--- src/rtl/control_unit.sv ---
// Multi-cycle FSM controller for the accumulator machine.
// Owns PC/IR, fetches, decodes and sequences datapath strobes.
module control_unit #(
  parameter int OPCODE_WIDTH  = 5,
  parameter int OPERAND_WIDTH = 11,
  parameter int DATA_WIDTH    = 16
) (
  input  logic                     clock_in,
  input  logic                     reset_in,
  input  logic [DATA_WIDTH-1:0]    instruction_in,
  output logic [OPERAND_WIDTH-1:0] instruction_address_out,
  output logic [OPERAND_WIDTH-1:0] operand_out,
  output logic                     alu_op_out,
  output logic [1:0]               sel_A_out,
  output logic                     sel_B_out,
  output logic                     acc_wr_out,
  output logic                     acc_reset_out,
  output logic                     status_wr_out,
  output logic                     status_reset_out,
  output logic                     data_memory_wr_out,
  input  logic                     status_Z_in,
  input  logic                     status_N_in,
  output logic                     halted_out
);

  typedef enum logic [2:0] {
    FETCH, DECODE, EXEC, WRITE, HALT
  } state_t;

  localparam logic [OPCODE_WIDTH-1:0] OP_HLT  = OPCODE_WIDTH'(0);
  localparam logic [OPCODE_WIDTH-1:0] OP_STO  = OPCODE_WIDTH'(1);
  localparam logic [OPCODE_WIDTH-1:0] OP_LD   = OPCODE_WIDTH'(2);
  localparam logic [OPCODE_WIDTH-1:0] OP_LDI  = OPCODE_WIDTH'(3);
  localparam logic [OPCODE_WIDTH-1:0] OP_ADD  = OPCODE_WIDTH'(4);
  localparam logic [OPCODE_WIDTH-1:0] OP_ADDI = OPCODE_WIDTH'(5);
  localparam logic [OPCODE_WIDTH-1:0] OP_SUB  = OPCODE_WIDTH'(6);
  localparam logic [OPCODE_WIDTH-1:0] OP_SUBI = OPCODE_WIDTH'(7);
  localparam logic [OPCODE_WIDTH-1:0] OP_BEQ  = OPCODE_WIDTH'(8);
  localparam logic [OPCODE_WIDTH-1:0] OP_BNE  = OPCODE_WIDTH'(9);
  localparam logic [OPCODE_WIDTH-1:0] OP_BLT  = OPCODE_WIDTH'(10);
  localparam logic [OPCODE_WIDTH-1:0] OP_BGE  = OPCODE_WIDTH'(11);
  localparam logic [OPCODE_WIDTH-1:0] OP_JMP  = OPCODE_WIDTH'(12);

  state_t state, state_next;
  logic [OPERAND_WIDTH-1:0] pc, pc_next;
  logic [DATA_WIDTH-1:0] ir;
  logic [OPCODE_WIDTH-1:0] opcode;
  logic [1:0] sel_a_d;
  logic sel_b_d, alu_d, wr_d, taken;

  assign opcode = ir[DATA_WIDTH-1 -: OPCODE_WIDTH];
  assign operand_out = ir[OPERAND_WIDTH-1:0];
  assign instruction_address_out = pc;
  assign acc_reset_out = reset_in;
  assign status_reset_out = reset_in;
  assign halted_out = (state == HALT);

  always_ff @(posedge clock_in) begin
    if (reset_in) begin
      state <= FETCH;
      pc <= '0;
      ir <= '0;
    end else begin
      state <= state_next;
      pc <= pc_next;
      if (state == DECODE) ir <= instruction_in;
    end
  end

  always_comb begin
    state_next = state;
    case (state)
      FETCH:   state_next = DECODE;
      DECODE:  state_next = EXEC;
      EXEC:    state_next = (opcode == OP_HLT) ? HALT : WRITE;
      WRITE:   state_next = FETCH;
      HALT:    state_next = HALT;
      default: state_next = FETCH;
    endcase
  end

  always_comb begin
    sel_a_d = 2'b00;
    sel_b_d = 1'b0;
    alu_d = 1'b0;
    wr_d = 1'b0;
    taken = 1'b0;
    case (opcode)
      OP_LD:   begin sel_a_d = 2'b10; wr_d = 1'b1; end
      OP_LDI:  begin sel_a_d = 2'b01; wr_d = 1'b1; end
      OP_ADD:  wr_d = 1'b1;
      OP_ADDI: begin sel_b_d = 1'b1; wr_d = 1'b1; end
      OP_SUB:  begin alu_d = 1'b1; wr_d = 1'b1; end
      OP_SUBI: begin
        sel_b_d = 1'b1;
        alu_d = 1'b1;
        wr_d = 1'b1;
      end
      OP_BEQ:  taken = status_Z_in;
      OP_BNE:  taken = !status_Z_in;
      OP_BLT:  taken = status_N_in;
      OP_BGE:  taken = !status_N_in;
      OP_JMP:  taken = 1'b1;
      default: ;
    endcase
  end

  always_comb begin
    pc_next = pc;
    if (state == WRITE)
      pc_next = taken ? operand_out : pc + OPERAND_WIDTH'(1);
  end

  // Strobes are gated by reset so an aborted instruction never commits.
  always_comb begin
    sel_A_out = 2'b00;
    sel_B_out = 1'b0;
    alu_op_out = 1'b0;
    acc_wr_out = 1'b0;
    status_wr_out = 1'b0;
    data_memory_wr_out = 1'b0;
    if (!reset_in) begin
      case (state)
        EXEC: begin
          sel_A_out = sel_a_d;
          sel_B_out = sel_b_d;
          alu_op_out = alu_d;
          data_memory_wr_out = (opcode == OP_STO);
        end
        WRITE: begin
          sel_A_out = sel_a_d;
          sel_B_out = sel_b_d;
          alu_op_out = alu_d;
          acc_wr_out = wr_d;
          status_wr_out = wr_d;
        end
        default: ;
      endcase
    end
  end

endmodule

--- config.mk ---
export PLATFORM = sky130hd
export DESIGN_NAME = control_unit
export DESIGN_NICKNAME = d
export VERILOG_FILES = /design/src/rtl/control_unit.sv
export SDC_FILE = /design/constraint.sdc
export NUM_CORES = 1
export LEC_CHECK = 0
export ABC_AREA = 1
export BUFFER_PORTS_ARGS = -buffer_cell sky130_fd_sc_hd__buf_4
export CORE_ASPECT_RATIO = 0.6
export CORE_MARGIN = 2
export CORE_UTILIZATION = 51
export DETAILED_ROUTE_END_ITERATION = 10
export HOLD_SLACK_MARGIN = 0.02
export PLACE_DENSITY = 0.8
export SYNTH_ARGS = -nofsm -noshare
export SYNTH_HDL_FRONTEND = slang
export SYNTH_SLANG_ARGS = --single-unit
--- constraint.sdc ---
create_clock -name clock_in -period 1.8 [get_ports clock_in]
set_clock_uncertainty 0.15 [all_clocks]
set_input_delay 0.36 -clock clock_in [delete_from_list [all_inputs] [get_ports clock_in]]
set_output_delay 0.36 -clock clock_in [all_outputs]
set_load 0.02 [all_outputs]
## Yosys cells after proc, flatten, opt, wreduce, memory -nomap -nowiden

Index checks and enable logic that the tools add are counted.

| storage, ports and cells | value |
|---|---|
| bits in registers | 30 |
| word-level logic and storage cells | 46 |
| input port bits | 20 |
| output and inout bits | 32 |

| operators by class | value |
|---|---|
| equality and inequality tests | 16 |
| add/sub/neg operators | 1 |
| multiplexer cells | 18 |
| reductions and logical operators | 8 |

Operator list:

| operator | count |
|---|---|
| 5-bit by 4-bit equality test with 1-bit output, second input constant | 5 |
| 5-bit by 3-bit equality test with 1-bit output, second input constant | 4 |
| 3-bit case mux with 4 select lines | 1 |
| 11-bit by 1-bit adder with 11-bit output, second input constant | 1 |
| 1-bit two-way mux | 11 |
| 11-bit two-way mux | 1 |
| 5-bit by 2-bit equality test with 1-bit output, second input constant | 2 |
| 3-bit by 2-bit equality test with 1-bit output, second input constant | 2 |
| 2-bit OR reduction | 3 |
| 6-bit OR reduction | 1 |
| 5-bit by 1-bit equality test with 1-bit output, second input constant | 1 |
| 5-bit logical NOT | 1 |
| 1-bit case mux with 5 select lines | 1 |
| 2-bit two-way mux | 2 |
| 2-bit case mux with 2 select lines | 1 |
| 3-bit by 1-bit equality test with 1-bit output, second input constant | 1 |
| 3-bit equality test, second input constant | 1 |
| 3-bit logical NOT | 1 |
| 3-bit two-way mux | 1 |
| 1-bit logical NOT | 2 |

## Longest topological paths before layout

Gate-level depths: netlist of the first run.

| logic depth | value |
|---|---|
| depth after elaboration | 5 |
| depth in mapped cells | 11 |
| mapped depth without buffers | 11 |

## Worst setup path before layout of the first run

No wires, ideal clock.

| path | value |
|---|---|
| path kind | input -> output |
| start | input port reset_in |
| end | output port sel_A_out[1] |
| required time | 1,290 ps |
| path slack | -72 ps |
| stages on the path | 4 |
| buffers on the path | 1 |
| arrival | 1,362 ps |
| cell sequence | clkbuf_1 nor2_1 inv_1 nor4_1 |

| on the way | value |
|---|---|
| word-level cells in the longest chain between the ends | 1 |

RTL lines:

| item | line | text |
|---|---|---|
| from (decl) | 9 | `input logic reset_in,` |
| 2-bit two-way mux | 122 | `if (!reset_in) begin` |
| to (decl) | 14 | `output logic [1:0] sel_A_out,` |

Every way passes these cells.

## Worst setup path after layout of the first run

| path | value |
|---|---|
| start | register state[1] |
| end | output port acc_wr_out |

| on the way | value |
|---|---|
| word-level cells in the longest chain between the ends | 3 |

RTL lines:

| item | line | text |
|---|---|---|
| from (decl) | 44 | `state_t state, state_next;` |
| from (signal assigned) | 64 | `state <= state_next;` |
| 3-bit by 2-bit equality test with 1-bit output | 123 | `case (state)` |
| 1-bit two-way mux | 123 |  |
| 1-bit two-way mux | 122 |  |
| to (decl) | 16 | `output logic acc_wr_out,` |

Every way passes these cells.

==> results.cfg, run 1 <==
[logic_synthesis]
synth_nets = 272
synth_top_family_by_area = simple AND/OR/NAND/NOR gates
synth.most_common_cell = inv_1
synth_top_cell_area_share_pct = 35.6
synth_seq_cells = 30
synth.area.mux_share_pct = 0
synth_compound_area_share_pct = 17.1
synthArstFlopShare_pct = 0
synth_xor_area_share_pct = 2.60
synth_common_cells = inv_1 (42), nand2_1 (37), nand3_1 (31)
netlist_instances = 251
synth-edff-count = 0
ys_warn_count = 0
synth.avg_cell_area_um2 = 6.72
synth_area_um2 = 1690
synth_top_area_cell = dfxtp_1
synth_flop_cell = dfxtp_1
synth_area_leaders = dfxtp_1 (36%), inv_1 (9.3%), nand3_1 (9.2%)
synthAdderAreaFrac_pct = 0.742
synth_cell_types = 22
yosysSeqAreaShare_pct = 35.6
yosys.area_share.simple_pct = 24.7

[finish]
nNetsFinal = 320
multi_input_area_um2 = 875
syn_to_final_growth_pct = 36.9
drive_above_1_share_pct = 35.3
instances_no_fill = 345
fill_cells = 264
diodes = 0
regArea_um2 = 617
final_core_util_pct = 72.1

[worst_setup_path]
path_buf_inv = 4
critPathLaunchType = flip-flop
crit_chain = inv_4 -> buf_4 -> nor3_2 -> nand3_1 -> inv_2 -> buf_6
worstSetupPathType = flip-flop to primary output
critPathCaptureType = primary output
crit_slowest_cell = dfxtp_2
cp_data_arrival_time_ps = 1460
crit_required_ps = 1290
slowest_delay_ps = 350
crit_fanout = 4
cp_top_family = buffers and inverters
r2r_slack_ps = 120

[sta]
report.final.slew_viol_count = 0
hold_viol_final = 0
setup_slack_ps = -169
maxSlewHeadroom_pct = 76.9
rsz0062_at_grt = yes
min_period_over_period_pct = 109
finalCriticalPeriod_ps = 1970
whs_ps = 194
setup_violations = 7
fmax_mhz = 508
max_slew.worst_pin.slew_ps = 344

[run]
max_cap_violations = 0

[routing]
drc = 0
vias_per_cell = 5.24
route.vias.total = 1807
dr.first_iter.drc_count = 169
firstDrtPassIters = 4
wirelength_mm = 4.80
wl_per_cell_um = 13.9
drtAntennaViolNets = 0

[power_and_ir_drop]
p_switching_uw = 1150
combPwrFrac_pct = 42.7
power.share.clock_pct = 20.9
ir_drop_mv = 0.632
power_frac_seq_pct = 36.4
internal_power_uw = 1600
cellPowerDensity_nw_per_um2 = 1190
p_sw_share_pct = 41.7
p_leak_uw = 0.00104
p_total_uw = 2750

[cts]
cts_hold_buf = 0
clock_latency_ps = 290
h-tree-depth = 2
root_buffer = clkbuf_8
cts_sinks = 30
cts_buffer_depth = 2
cts.clk_slew.worst_paths_ps = 70
cts_tree = yes
numCtsBuffers = 5

[die]
die_width_um = 78.2
fp-row-count = 16
die_h_um = 48.5
io_pins = 52
start_util_pct = 52.7
core_area_um2 = 3200
dieArea_um2 = 3800

[global_routing]
grt_antenna_before_repair = 0
grt_pass1_wl_mm = 6.44
grt_max_degree = 34
grt_pass1_vias = 1392
overflow = 0
grt_use_total_pct = 22.3

[placement]
hpwl_mm = 2.97
io_buffers = 51
dp_cells = 328
gp_congestion = 0.866

[hold_path]
hold_class = primary input to flip-flop

[run_status]
outcome = finished with violations
violations = setup timing
cells by family after synthesis:
logic type | count (synthesis)
compound gates | 54
xor+xnor | 5
fa+ha+maj | 1
buf+inv | 67
flops | 30
simple gates | 94
routing by layer:
layer / GRT usage [%] / vias to the layer above / share of wire (%)
li1: - / 900 / -
met1: 31.7 / 791 / 41
met4: 10.5 / 0 / 3.3
met5: 0 / - / 0
met3: 8.40 / 17 / 11
met2: 29.5 / 99 / 45
sequential cells by signal, indices dropped and copies added (netlist names):
name and flops:
state 3, ir 16, instruction_address_out 11
placed cells by master, fill, tap and decap left out, types with 2 or more instances in the layout:
cell      count
buf_4        62
inv_1        36
nand2_1      36
nand3_1      27
a21oi_1      23
dfxtp_1      23
o21ai_0      22
nor2_1       10
clkbuf_8      6
inv_2         5
xor2_1        5
nor2_4        4
a31oi_1       4
dfxtp_2       4
buf_6         4
nand3_2       3
dfxtp_4       3
nand2_4       2
nor3_2        2
nor2_2        2
nand4_1       2
a21oi_2       2
what timing repair did:
action	4_1_cts	5_1_grt
pin swaps	7	9
setup buffers	8	2
gates cloned	0	0
gates resized for setup	17	26
setup endpoints to repair	7	8
worst paths after layout:
| kind | depth (start not counted) | from | end |
|---|---|---|---|
| max | 6 | state[1] | acc_wr_out |
| min | 3 | instruction_in[5] | ir[5] |
| max reg2reg | 8 | state[1] | instruction_address_out[4] |
| min reg2reg | 2 | ir[1] | ir[1] |
worst reg2reg max path, delay by kind of cell, from the launching register on:
kind                   cells  cell delay (ps)
AO/OA/AOI/OAI              1              170
flip-flops                 1              350
AND/OR/NAND/NOR            2              310
buffers and inverters      5              660
power groups by stage:
stage / logic [µW] / clock network [µW] / registers, µW
after global routing: 1270 / 603 / 1020
final: 1180 / 574 / 1000
after floorplan: 731 / 0 / 960
after detailed placement: 936 / 0 / 962
after CTS: 1030 / 570 / 962
after global placement: 921 / 0 / 961
layout make-up:
type                            count  share of cell area, %
Inverter                           42                   6.93
Timing Repair Buffer               66                   22.1
Multi-Input combinational cell    154                   37.9
Clock buffer                        7                   3.74
Tap cell                           45                   2.44
Clock inverter                      1                  0.217
Sequential cell                    30                   26.7
stage by stage:
stage          cell area, µm²  setup WS (ps)  setup TNS, ps
2_1_floorplan            1700           79.2              0
3_3_place_gp             2020            168              0
3_5_place_dp             2020            142              0
4_1_cts                  2200           -150           -639
5_1_grt                  2310           -191          -1020
6_report                 2310           -169           -660
(Power assumes the default switching activity.)
==> run 2: changes to the inputs <==
Settings changed: HOLD_SLACK_MARGIN 0.02 to 0.08, PLACE_DENSITY 0.8 to 0.83.
==> run 2 against run 1 <==
The flow still finishes with violations (setup timing). Die area stayed put. Final cell count is 0.87% lower. Largest cell class unchanged. Final area is 0.81% lower. Wire length is 5.2% lower.
==> results.cfg, run 2 (synthesized netlist as in run 1, its figures left out) <==
[sta]
max_slew.worst_pin.slew_ps = 397
setup_slack_ps = -38.6
hold_viol_final = 0
report.final.slew_viol_count = 0
setup_tns_ps = -175
setup_violations = 5
fmax_mhz = 544
min_period_over_period_pct = 102
finalCriticalPeriod_ps = 1840
maxSlewHeadroom_pct = 73.4
rsz0062_at_grt = yes

[worst_setup_path]
critPathLaunchType = flip-flop
startpoint = ir[13]
r2r_start = ir[11]
cp_data_arrival_time_ps = 1330
reg2reg_to = instruction_address_out[5]
worstSetupPathType = flip-flop to primary output
critPathCaptureType = primary output
ff2ff_path_depth = 8
r2r_slack_ps = 80
cp-endpoint = status_wr_out
crit_fanout = 4
crit_required_ps = 1290

[routing]
vias_per_cell = 5.11
dr.first_iter.drc_count = 231
wl_per_cell_um = 13.3
route.vias.total = 1746
drtAntennaViolNets = 0
firstDrtPassIters = 5
wirelength_mm = 4.55
drc = 0

[power_and_ir_drop]
p_total_uw = 2720
p_leak_uw = 0.00103
ir_drop_mv = 0.687
cellPowerDensity_nw_per_um2 = 1190

[global_routing]
grt_pass1_vias = 1516
grt_pass1_wl_mm = 6.86
grt_antenna_before_repair = 0
grt_use_total_pct = 23.0
overflow = 0
grt_max_degree = 34

[cts]
cts.clk_slew.worst_paths_ps = 60
h-tree-depth = 2
cts_buffer_depth = 2
root_buffer = clkbuf_8
numCtsBuffers = 5
cts_sinks = 30
clock_latency_ps = 280
cts_tree = yes

[placement]
hpwl_mm = 3.03
gp_congestion = 0.889
io_buffers = 51
dpl_cell_area_um2 = 2040
dp_slack_ps = 147

[die]
core_area_um2 = 3200
io_pins = 52
start_util_pct = 52.7
die_width_um = 78.2
dieArea_um2 = 3800
fp-row-count = 16
die_h_um = 48.5

[finish]
stdcell_area_um2 = 2290
regMostFlops = ir
drive_above_1_share_pct = 35.0
most-common-layout-cells = buf_4 (58), nand2_1 (36), inv_1 (35), nand3_1 (26)
fill_cells = 251
nNetsFinal = 317
largest_reg_flops = 16
final_common_cell = buf_4
diodes = 0
syn_to_final_growth_pct = 35.8

[run_status]
outcome = finished with violations
violations = setup timing

[hold_path]
hold_class = primary input to flip-flop

[run]
max_cap_violations = 0
-- run 2: report_power, final --
group | internal (µW) | switching, µW | leakage [µW]
Clock | 308 | 244 | 0.0000482
Combinational | 476 | 698 | 0.000736
Sequential | 824 | 167 | 0.000249
Total | 1610 | 1110 | 0.00103
-- run 2: routing by layer --
layer / share of wire (%) / up-vias / GRT usage (%)
met4: 1.4 / 0 / 7.02
li1: - / 897 / -
met5: 0 / - / 0
met2: 44 / 88 / 32.9
met3: 8.8 / 9 / 6.16
met1: 46 / 752 / 33.6
-- run 2: worst min-delay path by stage --
stage                           start  endpoint  slack, ps  cells past startpoint
floorplan                       ir[0]     ir[0]        290                      2
global placement                ir[4]     ir[4]        310                      2
detailed placement              ir[6]     ir[6]        320                      2
CTS                          reset_in  state[1]        200                      2
global route        instruction_in[7]     ir[7]        230                      3
finish              instruction_in[9]     ir[9]        210                      3
-- run 2: area by class of cell --
type                    count  area (µm²)  share of cell area (%)
multi-input cells         154         868                    37.9
inverters                  42         160                    6.99
clock buffers               7        86.3                    3.77
clock inverters             1        5.00                   0.218
repair buffers             63         500                    21.8
flip-flops and latches     30         614                    26.8
well taps                  45        56.3                    2.46
-- run 2: worst max-delay path, stage by stage (launching register included) --
cell and delay, ps:
dfxtp_4 360, nor2_4 120, nand2_4 70, inv_2 80, nand3_4 80, nand3_2 90
nand3_2 60, inv_2 70, buf_6 110
-- run 2: what timing repair did --
action	in CTS	in global routing
gates resized for setup	19	22
pin swaps	4	6
setup endpoints to repair	6	7
hold buffers	0	0
setup buffers	3	2
hold endpoints to repair	0	0
-- run 2: through the flow --
| stage | std cells | utilization [%] | hold slack [ps] |
|---|---|---|---|
| after CTS | 340 | 68.5 | 204 |
| after global placement | 329 | 63.7 | 307 |
| final | 342 | 71.5 | 206 |
| after detailed placement | 329 | 63.7 | 317 |
| after floorplan | 251 | - | 288 |
| after global routing | 342 | 71.5 | 225 |
